### src/rtl/ffm_pkg.sv
// ffm_pkg: shared constants, FSM state types and status-byte helper for the telemetry hub
package ffm_pkg;
  localparam logic [7:0] SYNC = 8'h7E;
  localparam int NBYTES_DEF = 15;
  localparam int MCX_BYTES = 144;
  localparam int ST_DONE = 7;
  localparam int ST_IDX_HI = 3;
  typedef enum logic [1:0] {IDLE, START, DATA, TAIL} uart_st_t;
  typedef enum logic [2:0] {ORB_SYNC, ORB_DATA, ORB_STAT, ORB_MCX, ORB_MCX_STAT} orb_st_t;
  function automatic logic [7:0] status_byte(input logic done, input logic [3:0] idx);
    status_byte = '0;
    status_byte[ST_DONE] = done;
    status_byte[ST_IDX_HI:0] = idx;
  endfunction
endpackage

### src/rtl/ffm_uart_rx.sv
// ffm_uart_rx: 2-flop synchroniser plus 8N0 UART receiver (LSB first, stop bit not required)
// Ports: clk80, rst (sync, active-high), rx (async line), data (received byte), valid (1-cycle strobe)
module ffm_uart_rx import ffm_pkg::*; #(
  parameter int BAUD_DIV = 16
) (
  input  logic       clk80,
  input  logic       rst,
  input  logic       rx,
  output logic [7:0] data,
  output logic       valid
);
  localparam int CW = $clog2(BAUD_DIV);
  localparam logic [CW-1:0] HALF = CW'(BAUD_DIV / 2 - 1);
  localparam logic [CW-1:0] FULL = CW'(BAUD_DIV - 1);
  logic [1:0] sync;
  uart_st_t st;
  logic [CW-1:0] cnt;
  logic [2:0] nbit;
  // TAIL ends exactly on the next bit boundary so back-to-back bytes without a stop bit stay aligned
  always_ff @(posedge clk80) begin
    if (rst) begin
      sync <= 2'b11;
      st <= IDLE;
      cnt <= '0;
      nbit <= '0;
      data <= '0;
      valid <= 1'b0;
    end else begin
      sync <= {sync[0], rx};
      valid <= 1'b0;
      case (st)
        IDLE: if (!sync[1]) begin
          st <= START;
          cnt <= CW'(1);
        end
        START: if (sync[1]) st <= IDLE;
        else if (cnt == HALF) begin
          st <= DATA;
          cnt <= '0;
          nbit <= '0;
        end else cnt <= cnt + 1'b1;
        DATA: if (cnt == FULL) begin
          cnt <= '0;
          data <= {sync[1], data[7:1]};
          nbit <= nbit + 1'b1;
          if (nbit == 3'd7) begin
            st <= TAIL;
            valid <= 1'b1;
          end
        end else cnt <= cnt + 1'b1;
        TAIL: if (cnt == HALF) begin
          st <= IDLE;
          cnt <= '0;
        end else cnt <= cnt + 1'b1;
        default: st <= IDLE;
      endcase
    end
  end
endmodule

### src/rtl/ffm_telemetry_hub.sv
// ffm_telemetry_hub: four-channel UART sensor poller with a continuous NRZ telemetry framer
// Ports: clk80, rst (sync, active-high); UARTn_RX sensor lines in; UARTn_dRX request pulses out;
//        Orb_serial frame stream out (SYNC, then per channel NBYTES buffer bytes + status, MSB first).
// Macro MCX_EN adds UART7_RX/UART7_dRX, a 144-byte MCX buffer and its bytes + status after channel 3.
module ffm_telemetry_hub import ffm_pkg::*; #(
  parameter int BAUD_DIV   = 16,
  parameter int REQ_PERIOD = 80000,
  parameter int REQ_PULSE  = 16,
  parameter int NBYTES     = NBYTES_DEF,
  parameter int ORB_DIV    = 25
) (
  input  logic clk80,
  input  logic rst,
  input  logic UART1_RX,
  input  logic UART3_RX,
  input  logic UART4_RX,
  input  logic UART5_RX,
  output logic UART1_dRX,
  output logic UART3_dRX,
  output logic UART4_dRX,
  output logic UART5_dRX,
`ifdef MCX_EN
  input  logic UART7_RX,
  output logic UART7_dRX,
`endif
  output logic Orb_serial
);
  localparam int PW = $clog2(REQ_PERIOD);
  localparam int DW = $clog2(ORB_DIV);
  logic [PW-1:0] per_cnt;
  logic req, req_rise;
  logic [3:0] rx_line, rx_valid, done;
  logic [7:0] rx_data [4];
  logic [7:0] rx_buf [4][NBYTES];
  logic [3:0] idx [4];
  logic [7:0] status [4];
  orb_st_t orb_st;
  logic [1:0] orb_ch;
  logic [7:0] orb_bidx, cur, mcx_byte, sr;
  logic [DW-1:0] div;
  logic [2:0] bitc;
  assign rx_line = {UART5_RX, UART4_RX, UART3_RX, UART1_RX};
  assign {UART5_dRX, UART4_dRX, UART3_dRX, UART1_dRX} = {4{req}};
  // count 0 is the cycle the request output rises, so it doubles as the rising-edge strobe
  assign req_rise = per_cnt == '0;
  always_ff @(posedge clk80) begin
    if (rst) begin
      per_cnt <= '0;
      req <= 1'b0;
    end else begin
      per_cnt <= per_cnt == PW'(REQ_PERIOD - 1) ? '0 : per_cnt + 1'b1;
      req <= per_cnt < PW'(REQ_PULSE);
    end
  end
  for (genvar i = 0; i < 4; i++) begin : g_rx
    ffm_uart_rx #(.BAUD_DIV(BAUD_DIV)) u_rx (
      .clk80(clk80),
      .rst(rst),
      .rx(rx_line[i]),
      .data(rx_data[i]),
      .valid(rx_valid[i])
    );
  end
  // a request edge wins over a coincident byte, and idx saturates at NBYTES so extra bytes drop
  always_ff @(posedge clk80) begin
    if (rst) begin
      done <= '0;
      for (int c = 0; c < 4; c++) begin
        idx[c] <= '0;
        for (int j = 0; j < NBYTES; j++) rx_buf[c][j] <= '0;
      end
    end else begin
      for (int c = 0; c < 4; c++) begin
        if (req_rise) begin
          idx[c] <= '0;
          done[c] <= 1'b0;
        end else if (rx_valid[c] && idx[c] != 4'(NBYTES)) begin
          rx_buf[c][idx[c]] <= rx_data[c];
          idx[c] <= idx[c] + 1'b1;
          if (idx[c] == 4'(NBYTES - 1)) done[c] <= 1'b1;
        end
      end
    end
  end
  always_comb
    for (int c = 0; c < 4; c++) status[c] = status_byte(done[c], idx[c]);
`ifdef MCX_EN
  logic [7:0] mcx_data, mcx_idx;
  logic [7:0] mcx_buf [MCX_BYTES];
  logic mcx_valid, mcx_done;
  assign UART7_dRX = req;
  ffm_uart_rx #(.BAUD_DIV(BAUD_DIV)) u_rx7 (
    .clk80(clk80),
    .rst(rst),
    .rx(UART7_RX),
    .data(mcx_data),
    .valid(mcx_valid)
  );
  always_ff @(posedge clk80) begin
    if (rst) begin
      mcx_idx <= '0;
      mcx_done <= 1'b0;
      for (int j = 0; j < MCX_BYTES; j++) mcx_buf[j] <= '0;
    end else if (req_rise) begin
      mcx_idx <= '0;
      mcx_done <= 1'b0;
    end else if (mcx_valid && mcx_idx != 8'(MCX_BYTES)) begin
      mcx_buf[mcx_idx] <= mcx_data;
      mcx_idx <= mcx_idx + 1'b1;
      if (mcx_idx == 8'(MCX_BYTES - 1)) mcx_done <= 1'b1;
    end
  end
  assign mcx_byte = orb_st == ORB_MCX ? mcx_buf[orb_bidx] : {mcx_done, mcx_idx[7:1]};
`else
  assign mcx_byte = SYNC;
`endif
  always_comb
    cur = orb_st == ORB_SYNC ? SYNC :
          orb_st == ORB_DATA ? rx_buf[orb_ch][orb_bidx[3:0]] :
          orb_st == ORB_STAT ? status[orb_ch] : mcx_byte;
  // each byte is fetched live at its first bit; the sequencer then advances to the next byte slot
  always_ff @(posedge clk80) begin
    if (rst) begin
      Orb_serial <= 1'b0;
      div <= '0;
      bitc <= '0;
      sr <= '0;
      orb_st <= ORB_SYNC;
      orb_ch <= '0;
      orb_bidx <= '0;
    end else begin
      div <= div == DW'(ORB_DIV - 1) ? '0 : div + 1'b1;
      if (div == DW'(ORB_DIV - 1)) begin
        Orb_serial <= bitc == '0 ? cur[7] : sr[7];
        sr <= bitc == '0 ? {cur[6:0], 1'b0} : {sr[6:0], 1'b0};
        bitc <= bitc + 1'b1;
        if (bitc == 3'd7) begin
          case (orb_st)
            ORB_SYNC: begin
              orb_st <= ORB_DATA;
              orb_ch <= '0;
              orb_bidx <= '0;
            end
            ORB_DATA: begin
              orb_st <= orb_bidx == 8'(NBYTES - 1) ? ORB_STAT : ORB_DATA;
              orb_bidx <= orb_bidx + 1'b1;
            end
            ORB_STAT: begin
              orb_bidx <= '0;
              orb_ch <= orb_ch + 1'b1;
`ifdef MCX_EN
              orb_st <= orb_ch == 2'd3 ? ORB_MCX : ORB_DATA;
`else
              orb_st <= orb_ch == 2'd3 ? ORB_SYNC : ORB_DATA;
`endif
            end
            ORB_MCX: begin
              orb_st <= orb_bidx == 8'(MCX_BYTES - 1) ? ORB_MCX_STAT : ORB_MCX;
              orb_bidx <= orb_bidx + 1'b1;
            end
            default: orb_st <= ORB_SYNC;
          endcase
        end
      end
    end
  end
endmodule

### config.mk
export PLATFORM = sky130hd
export DESIGN_NAME = ffm_telemetry_hub
export DESIGN_NICKNAME = d
export VERILOG_FILES = /design/src/rtl/ffm_pkg.sv /design/src/rtl/ffm_uart_rx.sv /design/src/rtl/ffm_telemetry_hub.sv
export SDC_FILE = /design/constraint.sdc
export NUM_CORES = 1
export LEC_CHECK = 0
export CAP_MARGIN = 20
export CORE_ASPECT_RATIO = 0.7
export CORE_UTILIZATION = 34
export DETAILED_ROUTE_END_ITERATION = 6
export GPL_ROUTABILITY_DRIVEN = 0
export PLACE_DENSITY = 0.6
export SETUP_SLACK_MARGIN = 0.02
export SYNTH_ARGS = -nofsm -noshare
export SYNTH_HDL_FRONTEND = slang
export SYNTH_SLANG_ARGS = --single-unit
### constraint.sdc
create_clock -name clk80 -period 3.13 [get_ports clk80]
set_input_delay 0.626 -clock clk80 [delete_from_list [all_inputs] [get_ports clk80]]
set_output_delay 0.626 -clock clk80 [all_outputs]
set_load 0.005 [all_outputs]
==> impl_metrics.tcl, run 1 <==
set metrics [dict create \
    status "complete, no violations" \
    grt.overflow.total 0 \
    fin_tns_setup_ns 0 \
    first_global_vias 19476 \
    maxSlewViolCount 0 \
    syn_nets 2569 \
    critPathCaptureType "flop" \
    irDropWorstVdd_mv 0.429 \
    antenna_found_initial 15 \
    setup_ws_ns 0.0330 \
    pwr-share-comb_pct 3.7 \
    setup_viol 0 \
    synth_edf_count 264 \
    seqPwrFrac_pct 52.3 \
    rsz0062_at_grt "no" \
    die_y_um 243 \
    multiInputGateArea_um2 12100 \
    synth_seq_cells 629 \
    num_io_pins 11 \
    p_int_mw 12.9 \
    final_cell_mix "358 x dfxtp_1, 325 x nor2_1, 264 x edfxtp_1" \
    fin_util_pct 38.9 \
    finalHoldViolCount 0 \
    p_sw_mw 3.88 \
    fin_cells 3668 \
    cts_made_buffers 56 \
    max_cap_violations 0 \
    initial_core_util_pct 34.3 \
    powerDensity_nw_per_um2 524 \
    cts_sinks 629 \
    worst_pin_slew_ns 1.18 \
    startpoint_type "flop" \
    wl_per_cell_um 26.5 \
    cts_root_buf "clkbuf_16" \
    drc 0 \
    yosysSeqAreaShare_pct 53.9 \
    die_area_um2 84400 \
    dp_slack_ns 0.241 \
    final_layout_size_suffix_gt1_share_pct 15.3 \
    netSwitchingFraction_pct 23.1 \
    critPathMaxFanout 14 \
    path_class "reg -> reg" \
    die_w_um 347 \
    cts_max_level 2 \
    period_needed_ns 3.10 \
    syn-cell-area_um2 28300 \
    hold_path_class "reg -> reg" \
    drtPass1Iterations 6 \
    syn_to_final_growth_pct 13.2 \
    grt_pass1_wl_mm 139 \
    yosysUniqueCellTypes 78 \
    drt_first_iter_violations 3148 \
    n_fill_cell 7775 \
    fin_hold_ws_ns 0.411 \
    viasPerCell 5.77 \
    antenna_left 0 \
    p_leak_nw 11.9 \
    core-area_um2 82400 \
    clkPwrFrac_pct 44.0 \
    async_flop_share_pct 0 \
    wl_mm 97.2 \
    ys.flop_type "dfxtp_1" \
    layout_commonest_cell "dfxtp_1" \
    post-route-period-util_pct 98.9 \
    clk_latency_ns 0.63 \
    clk_path_buf_depth 3 \
    arrival_ns 3.59 \
    synth_warnings 0 \
    antenna_cells 0 \
    seq_area_um2 15200 \
    dp_hpwl_mm 67.8 \
    syn_area_per_cell_um2 11.2 \
    clk_pin_slew_ns 0.07 \
    netlist_instances 2525 \
    clock.fmax_mhz 323 \
    layout.nets 2585 \
    required_ns 3.63 \
    cts_tree "yes" \
    port_buffers 10 \
    skew_ns 0.0272 \
    grtUsageTotal_pct 22.6 \
    placedCellCount 3561 \
    num_rows 88 \
    grt_max_degree 198 \
    vias 21175 \
    max_slew_margin_pct 20.7 \
]
routing by layer:
metal,up-vias,share of wire [%],routed length [um],track usage (%)
li1,9079,-,-,-
met1,10564,45,43600,34.8
met2,1377,38,37000,29.5
met3,153,15,14500,8.10
met4,2,2.2,2110,4.87
met5,-,0.013,13,0
path summary, 6_finish.rpt:
check        slack [ns]                  from  depth (start not counted)              endpoint
max                0.03           orb_bidx[1]                          6            Orb_serial
min                0.41  g_rx[3].u_rx.sync[0]                          1  g_rx[3].u_rx.sync[1]
max reg2reg        0.03           orb_bidx[1]                          6            Orb_serial
min reg2reg        0.41  g_rx[3].u_rx.sync[0]                          1  g_rx[3].u_rx.sync[1]
cell usage after synthesis, drive strengths merged (38+ instances only):
library cell	n	area share [%]
a22oi	43	1.1
clkbuf	123	1.6
dfxtp	365	26
ha	38	1.7
nor2	325	4.3
mux2i	259	9.2
nand2	256	3.4
a21oi	120	2.1
nand3	44	0.81
mux4	98	7.8
buf	61	1.3
o21ai	55	0.97
edfxtp	264	28
and2	128	2.8
power groups by stage:
| stage | Clock, mW | Combinational, mW | Sequential (mW) |
|---|---|---|---|
| after floorplan | 0 | 0.386 | 8.89 |
| after global placement | 0 | 0.589 | 8.95 |
| after detailed placement | 0 | 0.598 | 8.95 |
| after CTS | 7.43 | 0.603 | 8.77 |
| after global routing | 7.78 | 0.658 | 8.78 |
| final | 7.38 | 0.627 | 8.78 |
per-stage QoR:
| step | cell area (um2) | power [mW] |
|---|---|---|
| 2_1_floorplan | 28300 | 9.28 |
| 3_3_place_gp | 30000 | 9.54 |
| 3_5_place_dp | 30000 | 9.55 |
| 4_1_cts | 32000 | 16.8 |
| 5_1_grt | 32000 | 17.2 |
| 6_report | 32000 | 16.8 |
cell type report:
cell class / instances / share of cell area (%)
flip-flops and latches: 629 / 47.6
multi-input cells: 1682 / 37.9
inverters: 30 / 0.352
well taps: 1080 / 4.22
clock buffers: 61 / 4.63
clock inverters: 44 / 1.45
repair buffers: 142 / 3.82
cells by family (layout without fill, tap and decap cells):
group,count (synthesis),in the layout,share of synthesized area (%)
xor+xnor,35,35,1.08
fa+ha+maj,38,38,1.68
simple gates,935,935,16.0
flops,629,629,53.9
buf+inv,214,277,3.34
mux,362,362,17.2
compound gates,312,312,6.90
flip-flops by register name (all words and copies together), names as in the netlist, named ones only:
signal,flops
Orb_serial,1
UART1_dRX,1
bitc,3
div,5
done,4
g_rx.u_rx.cnt,16
g_rx.u_rx.data,32
g_rx.u_rx.nbit,12
g_rx.u_rx.st,4
g_rx.u_rx.sync,8
g_rx.u_rx.valid,4
idx,16
orb_bidx,8
orb_ch,2
orb_st,3
per_cnt,17
rx_buf,480
sr,7
worst max-delay path, cell delays in order (launching register included):
cell and delay, ns:
dfxtp_1 0.57, buf_4 0.28, nor2_1 0.77, a22oi_1 0.43, a21oi_1 0.39, a21oi_1 0.15, a2111oi_0 0.35
timing repair:
item                                    4_1_cts  5_1_grt
gates resized for setup                       0        1
hold buffers                                  0        0
endpoints found under the setup margin        0       11
setup buffers                                 0        0
No activity file was read; power rests on OpenSTA's default activity.
==> inputs of run 2 (changes only) <==
--- a/config.mk
+++ b/config.mk
@@ -7,9 +7,9 @@
 export LEC_CHECK = 0
 export CAP_MARGIN = 20
 export CORE_ASPECT_RATIO = 0.7
+export CORE_MARGIN = 5
 export CORE_UTILIZATION = 34
 export DETAILED_ROUTE_END_ITERATION = 6
-export GPL_ROUTABILITY_DRIVEN = 0
 export PLACE_DENSITY = 0.6
 export SETUP_SLACK_MARGIN = 0.02
 export SYNTH_ARGS = -nofsm -noshare
==> run 2 against run 1 <==
Net effect:
- cell count fell by 0.41%
- combinational power fell by 6.4%
- register-to-register slack improved by 0.05 ns
- largest cell class unchanged
- largest power group unchanged
- highest routed layer unchanged
==> impl_metrics.tcl, run 2 (synthesis gave the netlist of run 1 again) <==
set metrics [dict create \
    path_class "reg -> reg" \
    post-route-period-util_pct 97.5 \
    hold_path_class "reg -> reg" \
    cts_max_level 2 \
    clk_pin_slew_ns 0.07 \
    fin_area_um2 31900 \
    drt_first_iter_violations 3112 \
    dp_hpwl_mm 67.4 \
    critPathMaxFanout 16 \
    rsz0062_at_grt "yes" \
    n_fill_cell 7776 \
    antenna_left 0 \
    clk_path_buf_depth 3 \
    cts_tree "yes" \
    placed_area_um2 29900 \
    skew_ns 0.0393 \
    required_ns 3.38 \
    p_leak_nw 11.8 \
    viasPerCell 5.74 \
    top_register "rx_buf" \
    critPathCaptureType "flop" \
    num_io_pins 11 \
    rrSetupSlack_ns 0.08 \
    power_mw 16.8 \
    top_regs "rx_buf (480), g_rx.u_rx.data (32), per_cnt (17)" \
    syn_to_final_growth_pct 12.9 \
    die_y_um 251 \
    num_rows 88 \
    maxSlewViolCount 0 \
    fin_tns_setup_ns 0 \
    fin_util_pct 38.7 \
    powerDensity_nw_per_um2 527 \
    finalHoldViolCount 0 \
    irDropWorstVdd_mv 0.491 \
    layout.nets 2566 \
    setup_viol 0 \
    port_buffers 10 \
    cts_made_buffers 56 \
    grt.overflow.total 0 \
    cpMaxStageDelayCell "nor2b_2" \
    critPathBufInv 2 \
    path_cells "inv_1, ha_1, o2bb2ai_1, o21ai_0, a211oi_1, o211ai_1, a21boi_2, buf_12, nor2b_2" \
    grtUsageTotal_pct 21.1 \
    core-area_um2 82500 \
    wl_per_cell_um 26.4 \
    max_cap_violations 0 \
    first_global_vias 19434 \
    antenna_found_initial 7 \
    clock.fmax_mhz 328 \
    critPathMaxStageDelay_ns 0.88 \
    hold_buffers 0 \
    status "complete, no violations" \
    path_delay_family "simple AND/OR/NAND/NOR gates" \
    drc 0 \
    gp_congestion 1.01 \
    largest_register_ffs 480 \
    clk_latency_ns 0.64 \
    die_w_um 355 \
    startpoint_type "flop" \
    final_cell_mix "354 x dfxtp_1, 325 x nor2_1, 264 x edfxtp_1" \
    worst_pin_slew_ns 1.20 \
    wl_mm 96.5 \
    max_slew_margin_pct 20.0 \
    fin_hold_ws_ns 0.408 \
    drtPass1Iterations 6 \
    cts_sinks 629 \
    arrival_ns 3.30 \
    period_needed_ns 3.05 \
    layout_commonest_cell "dfxtp_1" \
    cts_root_buf "clkbuf_16" \
    grt_pass1_wl_mm 139 \
    grt_max_degree 198 \
    die_area_um2 89200 \
    vias 20972 \
    initial_core_util_pct 34.3 \
    final_layout_size_suffix_gt1_share_pct 14.4 \
]
-- run 2: final timing paths --
check / startpoint / endpoint / cells past startpoint
max: idx[3][0] / rx_buf[1][9] / 9
min: g_rx[2].u_rx.sync[0] / g_rx[2].u_rx.sync[1] / 1
max reg2reg: idx[3][0] / rx_buf[1][9] / 9
min reg2reg: g_rx[2].u_rx.sync[0] / g_rx[2].u_rx.sync[1] / 1
-- run 2: layer usage --
layer	wire (um)	part of all wire [%]	track usage, %
met4	2430	2.5	5.53
met1	43900	45	33.6
met5	10	0.010	0
met3	13100	14	5.56
met2	37200	38	27.8
-- run 2: timing repair --
action | 4_1_cts | 5_1_grt
buffers inserted | 0 | 0
gates resized for setup | 0 | 2
setup endpoints to repair | 0 | 18
-- run 2: layout make-up --
class	count	area [um2]	area share [%]
diodes	3	7.51	0.0235
clock buffers	79	1710	5.35
clock inverters	27	274	0.858
inverters	30	113	0.353
multi-input cells	1682	12100	38.0
flip-flops and latches	629	15300	47.8
well taps	1080	1350	4.23
repair buffers	123	1070	3.36
-- run 2: metrics by stage --
stage / worst slack [ns] / instances
global route: 0.0195 / 3650
floorplan: 0.581 / 2525
global placement: 0.0804 / 3543
detailed placement: 0.152 / 3544
finish: 0.0782 / 3653
CTS: 0.105 / 3650
-- run 2: power breakdown --
group	switching [mW]	total, mW	internal, mW
logic	0.398	0.587	0.189
registers	0.119	8.78	8.67
clock network	3.23	7.46	4.23
